[src/rtl/debounced_input_pio_pkg.sv]
// Shared constants and helpers for the debounced input PIO.
// Register map and debounce counter sizing.
package debounced_input_pio_pkg;

   localparam logic [1:0] ADDR_DATA     = 2'd0;
   localparam logic [1:0] ADDR_IRQMASK  = 2'd1;
   localparam logic [1:0] ADDR_EDGECAP  = 2'd2;
   localparam logic [1:0] ADDR_POLARITY = 2'd3;

   // Bits needed to hold 0..cycles; never narrower than one bit.
   function automatic int cnt_width(input int cycles);
      return (cycles < 1) ? 1 : $clog2(cycles + 1);
   endfunction

endpackage

[src/rtl/debounced_input_pio_if.sv]
// Avalon-MM slave bus bundle for the debounced input PIO.
interface debounced_input_pio_if #(parameter int WIDTH = 16);

   logic [1:0]       address;
   logic             chipselect;
   logic             write_n;
   logic [WIDTH-1:0] writedata;
   logic [WIDTH-1:0] readdata;

   modport master (
      output address, chipselect, write_n, writedata,
      input  readdata
   );

   modport slave (
      input  address, chipselect, write_n, writedata,
      output readdata
   );

endinterface

[src/rtl/debounced_input_pio_debounce_bit.sv]
// One input bit: synchroniser, debounce counter and stable/prev flops.
// Emits the debounced level plus single-cycle rise and fall pulses.
module debounce_bit
   import debounced_input_pio_pkg::*;
#(
   parameter int SYNC_STAGES     = 2,
   parameter int DEBOUNCE_CYCLES = 50000
)(
   input  logic clk,
   input  logic reset_n,
   input  logic din,
   output logic stable,
   output logic rise,
   output logic fall
);

   localparam int CW = cnt_width(DEBOUNCE_CYCLES);

   logic [SYNC_STAGES-1:0] sync_q;
   logic                   sync;
   logic                   prev;

   always_ff @(posedge clk or negedge reset_n) begin
      if (!reset_n) begin
         sync_q <= '0;
      end else begin
         sync_q <= {sync_q[SYNC_STAGES-2:0], din};
      end
   end

   assign sync = sync_q[SYNC_STAGES-1];

   generate
      if (DEBOUNCE_CYCLES == 0) begin : g_bypass
         always_ff @(posedge clk or negedge reset_n) begin
            if (!reset_n) begin
               stable <= 1'b0;
            end else begin
               stable <= sync;
            end
         end
      end else begin : g_count
         localparam logic [CW-1:0] TERM = CW'(DEBOUNCE_CYCLES - 1);
         logic [CW-1:0] cnt;

         // Any return to the stable level restarts the count, so glitches die here.
         always_ff @(posedge clk or negedge reset_n) begin
            if (!reset_n) begin
               cnt    <= '0;
               stable <= 1'b0;
            end else if (sync == stable) begin
               cnt <= '0;
            end else if (cnt == TERM) begin
               cnt    <= '0;
               stable <= sync;
            end else begin
               cnt <= cnt + CW'(1);
            end
         end
      end
   endgenerate

   always_ff @(posedge clk or negedge reset_n) begin
      if (!reset_n) begin
         prev <= 1'b0;
      end else begin
         prev <= stable;
      end
   end

   assign rise = stable & ~prev;
   assign fall = ~stable & prev;

endmodule

[src/rtl/debounced_input_pio.sv]
// Debounced switch/button input port with edge capture and maskable IRQ.
// Register file, edge capture, registered read mux and irq live here.
module debounced_input_pio
   import debounced_input_pio_pkg::*;
#(
   parameter int WIDTH           = 16,
   parameter int SYNC_STAGES     = 2,
   parameter int DEBOUNCE_CYCLES = 50000
)(
   input  logic                 clk,
   input  logic                 reset_n,
   debounced_input_pio_if.slave bus,
   input  logic [WIDTH-1:0]     in_port,
   output logic                 irq
);

   logic [WIDTH-1:0] data_stable;
   logic [WIDTH-1:0] edge_rise;
   logic [WIDTH-1:0] edge_fall;
   logic [WIDTH-1:0] edge_set;
   logic [WIDTH-1:0] edge_clr;
   logic [WIDTH-1:0] irq_mask;
   logic [WIDTH-1:0] polarity;
   logic [WIDTH-1:0] edge_cap;
   logic             wr_en;

   genvar i;
   generate
      for (i = 0; i < WIDTH; i++) begin : g_bit
         debounce_bit #(
            .SYNC_STAGES     (SYNC_STAGES),
            .DEBOUNCE_CYCLES (DEBOUNCE_CYCLES)
         ) u_db (
            .clk     (clk),
            .reset_n (reset_n),
            .din     (in_port[i]),
            .stable  (data_stable[i]),
            .rise    (edge_rise[i]),
            .fall    (edge_fall[i])
         );
      end
   endgenerate

   assign wr_en    = bus.chipselect & ~bus.write_n;
   assign edge_set = (edge_rise & ~polarity) | (edge_fall & polarity);
   assign edge_clr = (wr_en && (bus.address == ADDR_EDGECAP)) ? bus.writedata : '0;

   always_ff @(posedge clk or negedge reset_n) begin
      if (!reset_n) begin
         irq_mask <= '0;
         polarity <= '0;
      end else if (wr_en) begin
         if (bus.address == ADDR_IRQMASK)  irq_mask <= bus.writedata;
         if (bus.address == ADDR_POLARITY) polarity <= bus.writedata;
      end
   end

   // A fresh edge in the same cycle as its clear must not be lost, so set is ORed last.
   always_ff @(posedge clk or negedge reset_n) begin
      if (!reset_n) begin
         edge_cap <= '0;
      end else begin
         edge_cap <= (edge_cap & ~edge_clr) | edge_set;
      end
   end

   always_ff @(posedge clk or negedge reset_n) begin
      if (!reset_n) begin
         bus.readdata <= '0;
      end else begin
         case (bus.address)
            ADDR_DATA:     bus.readdata <= data_stable;
            ADDR_IRQMASK:  bus.readdata <= irq_mask;
            ADDR_EDGECAP:  bus.readdata <= edge_cap;
            ADDR_POLARITY: bus.readdata <= polarity;
         endcase
      end
   end

   assign irq = |(edge_cap & irq_mask);

endmodule

[src/flat_wrapper.sv]
// flat-port wrapper written by rule: the top's interface ports become plain ports
module debounced_input_pio_flat import debounced_input_pio_pkg::*;
#(
   parameter int WIDTH           = 16,
   parameter int SYNC_STAGES     = 2,
   parameter int DEBOUNCE_CYCLES = 50000
)
  (clk, reset_n, in_port, irq, bus_address, bus_chipselect, bus_write_n, bus_writedata, bus_readdata);
  debounced_input_pio_if #(.WIDTH(WIDTH)) bus_i ();
  input  logic clk;
  input  logic reset_n;
  input  logic [WIDTH-1:0] in_port;
  output logic irq;
  input wire logic [$bits(bus_i.address)-1:0] bus_address;
  input wire logic [$bits(bus_i.chipselect)-1:0] bus_chipselect;
  input wire logic [$bits(bus_i.write_n)-1:0] bus_write_n;
  input wire logic [$bits(bus_i.writedata)-1:0] bus_writedata;
  output wire logic [$bits(bus_i.readdata)-1:0] bus_readdata;
  assign bus_i.address = bus_address;
  assign bus_i.chipselect = bus_chipselect;
  assign bus_i.write_n = bus_write_n;
  assign bus_i.writedata = bus_writedata;
  assign bus_readdata = bus_i.readdata;
  debounced_input_pio #(.WIDTH(WIDTH), .SYNC_STAGES(SYNC_STAGES), .DEBOUNCE_CYCLES(DEBOUNCE_CYCLES)) u_core (.clk(clk), .reset_n(reset_n), .bus(bus_i), .in_port(in_port), .irq(irq));
endmodule
[config.mk]
export PLATFORM = sky130hd
export DESIGN_NAME = debounced_input_pio_flat
export DESIGN_NICKNAME = d
export VERILOG_FILES = /design/src/rtl/debounced_input_pio_pkg.sv /design/src/rtl/debounced_input_pio_if.sv /design/src/rtl/debounced_input_pio_debounce_bit.sv /design/src/rtl/debounced_input_pio.sv /design/src/flat_wrapper.sv
export SDC_FILE = /design/constraint.sdc
export NUM_CORES = 1
export LEC_CHECK = 0
export CAP_MARGIN = 5
export CORE_UTILIZATION = 60
export DETAILED_ROUTE_END_ITERATION = 12
export GPL_TIMING_DRIVEN = 0
export PLACE_DENSITY_LB_ADDON = 0.1
export SLEW_MARGIN = 20
export SYNTH_ARGS = -nofsm -noshare
export SYNTH_HDL_FRONTEND = slang
export SYNTH_HIERARCHICAL = 1
export SYNTH_SLANG_ARGS = --single-unit
[constraint.sdc]
create_clock -name clk -period 2.6 [get_ports clk]
set_input_delay 0.39 -clock clk [delete_from_list [all_inputs] [get_ports clk]]
set_output_delay 0.39 -clock clk [all_outputs]
set_load 0.01 [all_outputs]
Word level (Yosys, flattened, before mapping)
Cells that the tools add are included.
- add/subtract/negate cells: 16
- eq/ne operators: 35
- mux-type cells: 34
- bitwise gates (word level): 90
- reductions and logical operators: 21
- operator list (kind ; count):
    $mux 16 ; 33
    $add 16x1->16 const B ; 16
    $eq 16x16->1 const B ; 16
    $and 16x16->16 ; 4
    $pmux 16 s4 ; 1
    $not 1->1 ; 49
    $reduce_and 2->1 ; 18
    $and 1x1->1 ; 33
    $not 16->16 ; 2
    $or 16x16->16 ; 2
    $eq 1x1->1 ; 16
    $reduce_or 16->1 ; 1
    $eq 2x2->1 const B ; 2
    $eq 2x1->1 const B ; 1
    $logic_not 2->1 ; 1
    $logic_and 1x1->1 ; 1
- register bits after elaboration: 384
- bits of input ports: 38
- output and inout port bits: 17
- word-level logic and storage cells: 264

Depth between registers and ports, before layout
- depth in word-level cells: 7
- depth in mapped cells: 6
- mapped depth without buffers: 5

Hierarchy
Netlist, hierarchy kept.
- modules (own cells, without submodules) (module ; times used ; cells an instance ; area each (um^2) ; seq. area each (um^2)):
    debounce_bit ; 16 ; 89 ; 948.4 ; 500.5
    debounced_input_pio ; 1 ; 181 ; 2842.7 ; 1601.5

Worst setup path before layout
OpenSTA, ideal clock, no wires.
- path type: register to register
- from: register u_core.g_bit[0].u_db.g_count.cnt[10]
- to: register u_core.g_bit[0].u_db.stable
- library setup time: 0.125 ns
- arrival: 1.770 ns
- required time: 2.475 ns
- setup slack: 0.705 ns
- stages on the path, launching flop included: 4
- path buffers: 0
- period minus slack after synthesis: 1.895 ns
- path through: dfrtp_1 > or4b_1 > or4_4 > mux2_4
- cells in the longest elaborated chain, start to end: 2
- ends and longest elaborated chain (element ; line ; source):
    from (decl) ; debounced_input_pio_debounce_bit.sv:44 ; logic [CW-1:0] cnt;
    from (signal assigned) ; debounced_input_pio_debounce_bit.sv:57 ; cnt <= cnt + CW'(1);
    $eq 16x16->1 ; debounced_input_pio_debounce_bit.sv:53 ; end else if (cnt == TERM) begin
    $reduce_and 2->1 (no source line) ; - ;
    to (signal assigned) ; debounced_input_pio_debounce_bit.sv:55 ; stable <= sync;
    to (decl) ; debounced_input_pio_debounce_bit.sv:12 ; output logic stable,
No other way between the ends.
A chain may end at the register's enable or synchronous reset.

Worst setup path after layout
- from: register u_core.irq_mask[6]
- to: output irq
- cells in the longest elaborated chain, start to end: 2
- ends and longest elaborated chain (element ; line ; source):
    from (decl) ; debounced_input_pio.sv:22 ; logic [WIDTH-1:0] irq_mask;
    from (signal assigned) ; debounced_input_pio.sv:53 ; if (bus.address == ADDR_IRQMASK) irq_mask <= bus.writedata;
    $and 16x16->16 ; debounced_input_pio.sv:80 ; assign irq = |(edge_cap & irq_mask);
    $reduce_or 16->1 ; debounced_input_pio.sv:80 ;
    to (decl) ; flat_wrapper.sv:13 ; output logic irq;
No other way between the ends.

==> flow_summary.html <==
<table>
<tr><th>Metric</th><th>Value</th></tr>
<tr><th colspan="2">Route</th></tr>
<tr><td>Wirelength per Cell</td><td>16.0 µm</td></tr>
<tr><td>Vias per inst</td><td>5.72</td></tr>
<tr><td>DRC violation count after routing</td><td>0</td></tr>
<tr><td>Number of nets with antenna violations after detailed routing</td><td>0</td></tr>
<tr><td>DRC marker count from the first detailed-route iteration</td><td>498</td></tr>
<tr><td>WL final</td><td>34000 µm</td></tr>
<tr><td>Number of search-and-repair iterations in the first detailed-routing pass</td><td>6</td></tr>
<tr><td>Total via count after detailed routing</td><td>12100</td></tr>
<tr><th colspan="2">Clock tree</th></tr>
<tr><td>Clock latency reported for the late side of the worst-skew pair</td><td>0.51 ns</td></tr>
<tr><td># H-tree levels</td><td>2</td></tr>
<tr><td>Clock buffer depth</td><td>3</td></tr>
<tr><td>Root Buffer Master</td><td>clkbuf_16</td></tr>
<tr><td>Clock tree from TritonCTS</td><td>built</td></tr>
<tr><td>Clock sinks</td><td>384</td></tr>
<tr><td>Number of buffers created by CTS</td><td>40</td></tr>
<tr><td>Clock slew seen by the registers of the worst setup and hold paths</td><td>0.06 ns</td></tr>
<tr><th colspan="2">STA</th></tr>
<tr><td>Final period utilization</td><td>85.7%</td></tr>
<tr><td>Tmin final</td><td>2.23 ns</td></tr>
<tr><td>Worst slew margin</td><td>46.4%</td></tr>
<tr><td>Setup-violating endpoint count in the final report</td><td>0</td></tr>
<tr><td>Final sum of negative setup slack</td><td>0 ns</td></tr>
<tr><td>Unrepaired setup endpoints after global routing</td><td>no</td></tr>
<tr><td>Transition time at the pin with the least slew margin</td><td>0.804 ns</td></tr>
<tr><td>Max Transition Viols Final</td><td>0</td></tr>
<tr><td>Max Clk Rate</td><td>449 MHz</td></tr>
<tr><td>Worst path setup slack after routing</td><td>0.371 ns</td></tr>
<tr><td>Final number of hold-violating endpoints</td><td>0</td></tr>
<tr><td>Layout Skew</td><td>0.00822 ns</td></tr>
<tr><th colspan="2">Pwr</th></tr>
<tr><td>Leakage power figure</td><td>8.56 nW</td></tr>
<tr><td>Total power</td><td>12.8 mW</td></tr>
<tr><td>IR Drop Worst-Case VDD</td><td>504 µV</td></tr>
<tr><td>Total power per unit cell area</td><td>624 mW/mm²</td></tr>
<tr><th colspan="2">Die</th></tr>
<tr><td>Top-level port count</td><td>55</td></tr>
<tr><td>Number of rows created at floorplan</td><td>63</td></tr>
<tr><td>Starting density of the core</td><td>61.0%</td></tr>
<tr><td>Die H</td><td>175 µm</td></tr>
<tr><td>Core Area</td><td>0.0296 mm²</td></tr>
<tr><td>Die ar.</td><td>0.0307 mm²</td></tr>
<tr><td>DIE WIDTH</td><td>175 µm</td></tr>
<tr><th colspan="2">GRT</th></tr>
<tr><td>Number of antenna violations at the first check in global routing</td><td>2</td></tr>
<tr><td>Vias in the first global route</td><td>12000</td></tr>
<tr><td>Maximum number of pins on one net before global-route repair</td><td>102</td></tr>
<tr><td>Total routing usage reported by global routing</td><td>22.9%</td></tr>
<tr><td>Residual overflow from global routing</td><td>0</td></tr>
<tr><td>Wire length of the first global-routing pass</td><td>58100 µm</td></tr>
<tr><th colspan="2">Critical path</th></tr>
<tr><td>Kind of critical path</td><td>flop to primary output</td></tr>
<tr><td>Kind of end point of the critical path</td><td>primary output</td></tr>
<tr><td>Startpoint Class</td><td>flop</td></tr>
<tr><td>Start point of the critical path</td><td>u_core/irq_mask[6]</td></tr>
<tr><td>Arr. time, crit path</td><td>1.84 ns</td></tr>
<tr><td>Crit path max-delay cell type</td><td>dfrtp_1</td></tr>
<tr><td>Last element of the critical path</td><td>irq</td></tr>
<tr><td>Worst r2r dst</td><td>u_core/g_bit[5].u_db/g_count.cnt[14]</td></tr>
<tr><td>Setup slack on the worst flop-to-flop path</td><td>0.57 ns</td></tr>
<tr><td>Reg2Reg Launch Point</td><td>u_core/g_bit[5].u_db/g_count.cnt[10]</td></tr>
<tr><td>Critical Path RT</td><td>2.21 ns</td></tr>
<tr><td>Critical Path, Cell by Cell</td><td>a22o_1, a221oi_1, nand4_1, dlymetal6s2s_1</td></tr>
<tr><td>Largest stage delay on the critical path</td><td>0.39 ns</td></tr>
<tr><td>Depth of the worst register-to-register path</td><td>5</td></tr>
<tr><td>Worst-path maximum fanout</td><td>3</td></tr>
<tr><th colspan="2">Synthesis</th></tr>
<tr><td>Cell types with the highest counts after synthesis</td><td>dfrtp_1 (384), nor2_1 (256), xnor2_1 (112), xor2_1 (112), nand4_1 (97)</td></tr>
<tr><td>Post-synthesis area per instance</td><td>11.2 µm²</td></tr>
<tr><td>Most common flop cell mapped by yosys</td><td>dfrtp_1</td></tr>
<tr><td>Cells after Synth</td><td>1605</td></tr>
<tr><td>Most common cell in the netlist</td><td>dfrtp_1</td></tr>
<tr><td>Ys async rst share</td><td>100%</td></tr>
<tr><td>Cell types occupying the most area after synthesis</td><td>dfrtp_1 (53%), xnor2_1 (5.4%), xor2_1 (5.4%), nor2_1 (5.3%), nand4_1 (3.4%)</td></tr>
<tr><td>Syn Nets</td><td>1659</td></tr>
<tr><td>Post-synth EDFFs</td><td>0</td></tr>
<tr><td>Leading area contributor after synthesis</td><td>dfrtp_1</td></tr>
<tr><td>Register area share after synthesis</td><td>53.3%</td></tr>
<tr><td>Portion of synthesized cell area occupied by the leading cell type</td><td>53.3%</td></tr>
<tr><td>Warnings, synthesis</td><td>6</td></tr>
<tr><td>Count of different cell masters after synthesis</td><td>39</td></tr>
<tr><td>Synth Cell Area</td><td>0.0180 mm²</td></tr>
<tr><td>Number of synthesized register bits</td><td>384</td></tr>
<tr><th colspan="2">Worst hold path</th></tr>
<tr><td>Classification of the worst-slack hold path</td><td>input pin to flop</td></tr>
<tr><th colspan="2">Run</th></tr>
<tr><td>Max_cap viols</td><td>0</td></tr>
<tr><th colspan="2">Placed design</th></tr>
<tr><td>Worst slack at placement</td><td>0.486 ns</td></tr>
<tr><td>Final HPWL from detailed placement</td><td>22900 µm</td></tr>
<tr><td>Port bufs</td><td>52</td></tr>
<tr><td>Placed Cells incl. Taps</td><td>2051</td></tr>
<tr><td>Gp weighted congestion</td><td>0.850</td></tr>
<tr><th colspan="2">Finish</th></tr>
<tr><td>Area Overhead vs Synth</td><td>13.7%</td></tr>
<tr><td>Final non-filler cell total</td><td>2122</td></tr>
<tr><td>Fraction of layout cells with a size suffix above 1</td><td>12.6%</td></tr>
<tr><td>End-of-flow core utilization</td><td>69.3%</td></tr>
<tr><td>Final Net Count</td><td>1758</td></tr>
<tr><th colspan="2">Outcome</th></tr>
<tr><td>Status</td><td>complete, no violations</td></tr>
</table>
[layer usage]
metal / GRT usage (%) / vias up / wire length [µm]
met5: 0 / - / 14
met3: 3.96 / 55 / 1350
met2: 37.1 / 142 / 16100
met4: 6.16 / 2 / 672
met1: 32.0 / 6033 / 15800
li1: - / 5907 / -
[through the flow]
step | hold slack (ns) | cell area [µm²]
after global placement | 0.333 | 19000
after detailed placement | 0.335 | 19100
after floorplan | 0.0944 | 18000
final | 0.301 | 20500
after global routing | 0.294 | 20500
after CTS | 0.273 | 20500
[worst max-delay path, delay by kind of cell, from the launching register on]
family	cells	cell delay, ns
AOI/OAI and AO/OA	2	0.55
DFF	1	0.39
buffers and inverters	1	0.24
and+or+nand+nor	1	0.15
[repair_timing]
| item | CTS | global route |
|---|---|---|
| endpoints found under the hold margin | 57 | 0 |
| setup buffers | 0 | 0 |
| hold buffers | 1 | 0 |
| setup endpoints to repair | 1 | 1 |
| resized for setup | 2 | 1 |
[kinds of logic (layout without fill, tap and decap cells)]
| logic type | Yosys count | after routing | synth area share (%) |
|---|---|---|---|
| other cells | 0 | 1 | 0 |
| xor+xnor | 224 | 224 | 10.9 |
| flops | 384 | 384 | 53.3 |
| compound gates | 56 | 56 | 2.39 |
| fa+ha+maj | 16 | 16 | 1.11 |
| buf+inv | 57 | 183 | 2.04 |
| simple gates | 804 | 804 | 24.8 |
| mux | 64 | 64 | 5.44 |
[layout by cell type (no fill, tap or decap), types with 11 or more instances in the layout]
cell type	Yosys	routed
and4_1	16	16
nand2_1	80	80
nand4_1	97	97
clkbuf_1	17	24
clkdlybuf4s50_1	0	50
or4b_1	16	16
mux2_4	16	16
inv_1	16	16
or4_1	16	16
and3_1	16	16
nor4_1	32	32
or3_1	16	16
nor2_1	256	256
mux2_2	32	32
nand4bb_1	16	16
xnor2_1	112	112
and3_2	16	16
o31ai_1	16	16
nor2b_1	48	48
a21oi_1	16	16
a221o_1	16	16
mux4_2	11	11
clkbuf_16	0	41
nand2_4	16	16
or4_4	16	16
ha_1	16	16
dfrtp_1	384	384
nor3_1	32	32
xor2_1	112	112
buf_6	17	17
nand3_1	96	96
or3b_2	16	16
[cell type report]
type,instances,area [µm²]
inverters,16,60.1
multi-input cells,1164,8050
repair buffers,57,648
plain buffers,41,308
fillers,2224,9080
well taps,390,488
clock buffers,56,1160
clock inverters,13,146
diodes,1,2.50
flip-flops and latches,384,9610
[how the worst min path moves through the flow]
stage,end,from,slack [ns],depth (start not counted)
final,u_core/bus.readdata[14],bus_address[1],0.30,2
after global routing,u_core/bus.readdata[14],bus_address[1],0.29,2
after CTS,u_core/bus.readdata[14],bus_address[1],0.27,2
after detailed placement,u_core/g_bit[11].u_db/sync_q[1],u_core/g_bit[11].u_db/sync_q[0],0.33,0
after global placement,u_core/g_bit[15].u_db/sync_q[1],u_core/g_bit[15].u_db/sync_q[0],0.33,0
after floorplan,u_core/bus.readdata[0],reset_n,0.09,0
[power breakdown]
group	total [mW]	switching [mW]	internal, mW
sequential	6.42	0.212	6.21
clock	5.64	2.24	3.41
combinational	0.708	0.353	0.355
total	12.8	2.80	9.97
[sequential cells by signal, summed over array words and instances (netlist names)]
name,cells
u_core/g_bit.u_db/g_count.cnt,256
u_core/g_bit.u_db/sync_q,32
u_core/bus.readdata,16
u_core/edge_cap,16
u_core/g_bit.u_db/prev,16
u_core/g_bit.u_db/stable,16
u_core/irq_mask,16
u_core/polarity,16
No activity file was read; power rests on OpenSTA's default activity.
